$ cat src/rtl/alu_result_sender_pkg.sv
// Shared types for the ALU_out result sender: strobe FSM states and pointer sizing.
// Imported by the FIFO and the top-level sender.
package alu_result_sender_pkg;

    typedef enum logic [1:0] {
        IDLE   = 2'd0,
        STROBE = 2'd1,
        GAP    = 2'd2
    } state_t;

    function automatic int ptr_width(input int depth);
        return (depth > 1) ? $clog2(depth) : 1;
    endfunction

endpackage

$ cat src/rtl/alu_result_sender_if.sv
// ALU_out result bus: datapath-side valid/ready push plus done/result strobe and occupancy.
// master = the sender block, slave = whoever feeds results and watches the strobe.
interface alu_result_sender_if #(
    parameter int WIDTH   = 16,
    parameter int LEVEL_W = 3
);
    logic               in_valid;
    logic               in_ready;
    logic [WIDTH-1:0]   in_result;
    logic               done;
    logic [WIDTH-1:0]   result;
    logic [LEVEL_W-1:0] level;

    modport master (
        input  in_valid, in_result,
        output in_ready, done, result, level
    );

    modport slave (
        output in_valid, in_result,
        input  in_ready, done, result, level
    );
endinterface

$ cat src/rtl/alu_result_fifo.sv
// Synchronous power-of-two FIFO with registered occupancy; head is read combinationally.
// Push is ignored when full and pop when empty; full does not account for a same-cycle pop.
module alu_result_fifo
    import alu_result_sender_pkg::*;
#(
    parameter int WIDTH = 16,
    parameter int DEPTH = 4
) (
    input  logic                   clk,
    input  logic                   rst,
    input  logic                   push,
    input  logic [WIDTH-1:0]       push_data,
    input  logic                   pop,
    output logic [WIDTH-1:0]       head,
    output logic                   full,
    output logic                   empty,
    output logic [$clog2(DEPTH):0] level
);
    localparam int PW = ptr_width(DEPTH);
    localparam int LW = $clog2(DEPTH) + 1;
    localparam logic [LW-1:0] FULL_LEVEL = LW'(DEPTH);

    logic [WIDTH-1:0] mem [DEPTH];
    logic [PW-1:0]    wr_ptr;
    logic [PW-1:0]    rd_ptr;
    logic             do_push;
    logic             do_pop;

    assign full    = (level == FULL_LEVEL);
    assign empty   = (level == '0);
    assign do_push = push && !full;
    assign do_pop  = pop && !empty;
    assign head    = mem[rd_ptr];

    // Pointers are exactly log2(DEPTH) bits, so natural overflow is the modulo wrap.
    always_ff @(posedge clk) begin
        if (rst) begin
            wr_ptr <= '0;
            rd_ptr <= '0;
            level  <= '0;
        end else begin
            if (do_push) wr_ptr <= wr_ptr + 1'b1;
            if (do_pop)  rd_ptr <= rd_ptr + 1'b1;
            case ({do_push, do_pop})
                2'b10:   level <= level + 1'b1;
                2'b01:   level <= level - 1'b1;
                default: level <= level;
            endcase
        end
    end

    always_ff @(posedge clk) begin
        if (do_push) mem[wr_ptr] <= push_data;
    end

endmodule

$ cat src/rtl/alu_result_sender.sv
// Buffers ALU results and strobes each on done/result one cycle after it is queued, spaced by DONE_GAP idle cycles.
// in_ready = !full (no pop lookahead); ALU_OUT_RESULT_HOLD_EN keeps result stable between strobes, else it is zeroed.
module alu_result_sender
    import alu_result_sender_pkg::*;
#(
    parameter int ALU_OUT_RESULT_WIDTH = 16,
    parameter int FIFO_DEPTH           = 4,
    parameter int DONE_GAP             = 1
) (
    input  logic                clk,
    input  logic                rst,
    alu_result_sender_if.master bus
);
    localparam int LW = $clog2(FIFO_DEPTH) + 1;
    localparam int CW = (DONE_GAP > 1) ? $clog2(DONE_GAP) : 1;

    state_t                          state, state_nxt;
    logic                            done_q, done_nxt;
    logic [ALU_OUT_RESULT_WIDTH-1:0] result_q, result_nxt;
    logic [CW-1:0]                   gap_cnt, gap_cnt_nxt;
    logic                            launch;
    logic                            pop;
    logic [ALU_OUT_RESULT_WIDTH-1:0] head;
    logic                            full;
    logic                            empty;
    logic [LW-1:0]                   level;

    alu_result_fifo #(
        .WIDTH (ALU_OUT_RESULT_WIDTH),
        .DEPTH (FIFO_DEPTH)
    ) u_fifo (
        .clk       (clk),
        .rst       (rst),
        .push      (bus.in_valid),
        .push_data (bus.in_result),
        .pop       (pop),
        .head      (head),
        .full      (full),
        .empty     (empty),
        .level     (level)
    );

    // The last gap cycle launches directly so the strobe period is exactly 1+DONE_GAP.
    always_comb begin
        state_nxt   = state;
        gap_cnt_nxt = gap_cnt;
        launch      = 1'b0;
        pop         = 1'b0;
        done_nxt    = 1'b0;
`ifdef ALU_OUT_RESULT_HOLD_EN
        result_nxt  = result_q;
`else
        result_nxt  = '0;
`endif
        case (state)
            IDLE: begin
                if (!empty) launch = 1'b1;
            end
            STROBE: begin
                if (DONE_GAP == 0 && !empty) begin
                    launch = 1'b1;
                end else if (DONE_GAP > 0) begin
                    gap_cnt_nxt = CW'(DONE_GAP - 1);
                    state_nxt   = GAP;
                end else begin
                    state_nxt = IDLE;
                end
            end
            GAP: begin
                if (gap_cnt != '0)  gap_cnt_nxt = gap_cnt - 1'b1;
                else if (!empty)    launch      = 1'b1;
                else                state_nxt   = IDLE;
            end
            default: state_nxt = IDLE;
        endcase
        if (launch) begin
            pop        = 1'b1;
            done_nxt   = 1'b1;
            result_nxt = head;
            state_nxt  = STROBE;
        end
    end

    always_ff @(posedge clk) begin
        if (rst) begin
            state    <= IDLE;
            done_q   <= 1'b0;
            result_q <= '0;
            gap_cnt  <= '0;
        end else begin
            state    <= state_nxt;
            done_q   <= done_nxt;
            result_q <= result_nxt;
            gap_cnt  <= gap_cnt_nxt;
        end
    end

    assign bus.done     = done_q;
    assign bus.result   = result_q;
    assign bus.in_ready = !full;
    assign bus.level    = level;

endmodule
$ cat src/flat_wrapper.sv
// flat-port wrapper written by rule: the top's interface ports become plain ports
module alu_result_sender_flat import alu_result_sender_pkg::*;
#(
    parameter int ALU_OUT_RESULT_WIDTH = 16,
    parameter int FIFO_DEPTH           = 4,
    parameter int DONE_GAP             = 1
)
  (clk, rst, bus_in_valid, bus_in_result, bus_in_ready, bus_done, bus_result, bus_level);
  alu_result_sender_if bus_i ();
  input  logic clk;
  input  logic rst;
  input wire logic [$bits(bus_i.in_valid)-1:0] bus_in_valid;
  input wire logic [$bits(bus_i.in_result)-1:0] bus_in_result;
  output wire logic [$bits(bus_i.in_ready)-1:0] bus_in_ready;
  output wire logic [$bits(bus_i.done)-1:0] bus_done;
  output wire logic [$bits(bus_i.result)-1:0] bus_result;
  output wire logic [$bits(bus_i.level)-1:0] bus_level;
  assign bus_i.in_valid = bus_in_valid;
  assign bus_i.in_result = bus_in_result;
  assign bus_in_ready = bus_i.in_ready;
  assign bus_done = bus_i.done;
  assign bus_result = bus_i.result;
  assign bus_level = bus_i.level;
  alu_result_sender #(.ALU_OUT_RESULT_WIDTH(ALU_OUT_RESULT_WIDTH), .FIFO_DEPTH(FIFO_DEPTH), .DONE_GAP(DONE_GAP)) u_core (.clk(clk), .rst(rst), .bus(bus_i));
endmodule
$ cat config.mk
export PLATFORM = sky130hd
export DESIGN_NAME = alu_result_sender_flat
export DESIGN_NICKNAME = d
export VERILOG_FILES = /design/src/rtl/alu_result_sender_pkg.sv /design/src/rtl/alu_result_sender_if.sv /design/src/rtl/alu_result_fifo.sv /design/src/rtl/alu_result_sender.sv /design/src/flat_wrapper.sv
export SDC_FILE = /design/constraint.sdc
export NUM_CORES = 1
export LEC_CHECK = 0
export CAP_MARGIN = 5
export CORE_ASPECT_RATIO = 1.4
export CORE_MARGIN = 3
export CORE_UTILIZATION = 48
export DETAILED_ROUTE_END_ITERATION = 7
export PLACE_DENSITY = 0.7
export SYNTH_ARGS = -nofsm -noshare
export SYNTH_HDL_FRONTEND = slang
export SYNTH_SLANG_ARGS = --single-unit
$ cat constraint.sdc
create_clock -name clk -period 3.95 [get_ports clk]
set_input_delay 0.79 -clock clk [delete_from_list [all_inputs] [get_ports clk]]
set_output_delay 0.79 -clock clk [all_outputs]
set_load 0.005 [all_outputs]
==> flow_metrics.tcl <==
set metrics [dict create \
    setup_tns_ns 0 \
    max_stage_delay_ns 0.44 \
    drt_iter0_drc 138 \
    crit_required_ns 4.22 \
    crit_type "in2reg" \
    cap_viol_max_count 0 \
    critPathTopFamily "adder cells" \
    power_mw 2.40 \
    dr.pass1.iters 4 \
    synth_top_area_share_pct 58.8 \
    startpoint_type "input port" \
    overflow 0 \
    cp_max_fo 7 \
    globalplace.congestion 0.669 \
    arrival_ns 3.04 \
    pwr-share-seq_pct 52.2 \
    ir_drop_mv 0.371 \
    fin_crit_ns 2.76 \
    internal_power_mw 1.82 \
    synth.area.top_cells "edfxtp_1 (59%), dfxtp_1 (15%), mux4_1 (7.2%)" \
    yosysTopAreaCell "edfxtp_1" \
    reg2reg_depth 8 \
    synth_seq_cells 89 \
    path_buf_inv 2 \
    tritoncts "yes" \
    post_cts_buffers 0 \
    diodes 0 \
    leakagePower_nw 1.34 \
    routedWlPerCell_um 16.5 \
    routed_wl_um 5060 \
    yosysSeqAreaShare_pct 74.1 \
    grt_pass1_wl_um 8220 \
    worstMarginPinSlew_ns 1.07 \
    postRouteAntennaNets 0 \
    synth_area_um2 3270 \
    grt_pass1_vias 1650 \
    r2r_end "u_core.u_fifo.level[2]" \
    initial_core_util_pct 50.9 \
    syn2layout_area_growth_pct 20.2 \
    end_kind "register" \
    route.detailed.drc 0 \
    setup_viol 0 \
    power_frac_clock_pct 26.1 \
    endpoint "u_core.u_fifo.level[2]" \
    yosysWarnings 0 \
    clock_latency_ns 0.34 \
    p_sw_uw 589 \
    top_layer_used "met4" \
    clock-sinks 89 \
    netlist_instances 168 \
    final_cell_mix "edfxtp_1 (64), clkdlybuf4s50_1 (39), dfxtp_1 (25)" \
    cts-root-buf "clkbuf_8" \
    ff2ff_setup_slack_ns 1.53 \
    path_cells "clkdlybuf4s50_1, a21boi_1, inv_1, ha_1, fa_1, xnor2_1, or3_1, a21oi_1" \
    final_nets 237 \
    wl_met2_um 2830 \
    reg2reg_from "u_core.u_fifo.level[0]" \
    hold_buffers 0 \
    grtUsageTotal_pct 15.0 \
    worstSetupStartpoint "bus_in_valid" \
    num_vias 1563 \
    synth.avg_cell_area_um2 19.5 \
    cts.reportedPaths.clkPinSlew_ns 0.08 \
    hp-class "reg2reg" \
    met1_length_um 1910 \
    die_h_um 104 \
    swShare_pct 24.5 \
    hpwl_um 3280 \
    synth.distinct_cells 28 \
    io_buffers 39 \
    clock_skew_ns 0.00758 \
    antenna_found_initial 0 \
    ioPinCount 40 \
    final_core_util_pct 61.2 \
    slew_viol_final 0 \
    die_width_um 75.7 \
    slew_headroom_pct 28.7 \
    slowest_stage "clkdlybuf4s50_1" \
    viasPerCell 5.09 \
    hold_viol 0 \
    status "finished clean" \
    grt_setup_unrepaired "false" \
    fin_crit_sh_pct 70.0 \
    max_freq_ghz 0.362 \
    crit_cells 8 \
    cts_resized 0 \
    htree_levels 3 \
    p_comb_share_pct 21.7 \
    synth_nets 193 \
    grt_max_degree 20 \
    numCtsBuffers 9 \
    power_density_nw_per_um2 612 \
    row_count 34 \
    drive_gt1_share_pct 12.0 \
    route.met3.wl_um 207 \
    holdCritStartpoint "u_core.u_fifo.wr_ptr[1]" \
    fp.dieArea_um2 7850 \
    core_area_um2 6420 \
    mostFrequentLayoutCell "edfxtp_1" \
    cts_buffer_depth 2 \
]
[how the worst min path moves through the flow]
stage	endpoint	cells past startpoint
floorplan	u_core.u_fifo.wr_ptr[1]	2
global placement	u_core.u_fifo.wr_ptr[1]	2
detailed placement	u_core.u_fifo.wr_ptr[1]	2
CTS	u_core.u_fifo.wr_ptr[1]	2
global route	u_core.u_fifo.wr_ptr[1]	2
finish	u_core.u_fifo.wr_ptr[1]	2
[power groups by stage]
| stage | Clock (mW) | Sequential [mW] | Combinational [mW] |
|---|---|---|---|
| after global placement | 0 | 1.27 | 0.511 |
| final | 0.628 | 1.25 | 0.523 |
| after floorplan | 0 | 1.23 | 0.354 |
| after global routing | 0.687 | 1.28 | 0.577 |
| after detailed placement | 0 | 1.28 | 0.532 |
| after CTS | 0.646 | 1.26 | 0.533 |
[routing by layer]
metal  vias to the layer above  global-route usage, %
met3                         9                   5.72
met1                       780                   17.1
li1                        734                      -
met5                         -                      0
met2                        40                   23.6
met4                         0                   8.00
[logic make-up after synthesis]
| group | synth area share (%) |
|---|---|
| buf+inv | 1.88 |
| flops | 74.1 |
| mux | 13.4 |
| compound gates | 0.842 |
| xor+xnor | 0.536 |
| fa+ha+maj | 2.53 |
| simple gates | 6.74 |
[worst min-delay path, delay by kind of cell, from the launching register on]
kind	cells	cell delay, ns
DFF	1	0.34
and+or+nand+nor	1	0.08
muxes	1	0.07
[area by class of cell]
cell class	count	area, um^2
Fill cell	482	2490
Sequential cell	89	2420
Multi-Input combinational cell	70	785
Timing Repair Buffer	39	390
Clock buffer	14	173
Tap cell	90	113
Clock inverter	2	35.0
Inverter	3	11.3
[sequential cells by signal, summed over array words and instances, names as in the netlist]
register and count:
u_core.bus.result 16, u_core.bus.done 1, u_core.state 1, u_core.u_fifo.level 3, u_core.u_fifo.rd_ptr 2, u_core.u_fifo.mem 64
u_core.u_fifo.wr_ptr 2
[cells in the mapped netlist]
master     n
edfxtp_1  64
nor3b_1    1
or3_1      1
or3_2      1
nand2_1    1
buf_6      1
mux4_2     7
clkbuf_1   1
buf_2      3
dfxtp_1   25
xnor2_1    1
inv_1      3
ha_1       5
a21boi_1   1
o21ai_0    2
buf_12     1
mux4_1     9
nor2b_1    1
nor3_1     1
and2_1    20
xor2_1     1
nand2b_1   2
mux2_2     2
a21oi_1    2
mux2i_1    2
fa_1       1
nor2_1     7
nor3_2     2
[per-stage QoR]
step	instance area [um^2]	std cells	worst slack [ns]	hold slack, ns
after floorplan	3270	168	1.52	0.482
after global placement	3720	291	0.981	0.497
after detailed placement	3720	291	0.829	0.535
after CTS	3930	307	1.20	0.545
after global routing	3930	307	1.07	0.576
final	3930	307	1.19	0.530
Note: power is estimated with default switching activity, not from simulation.
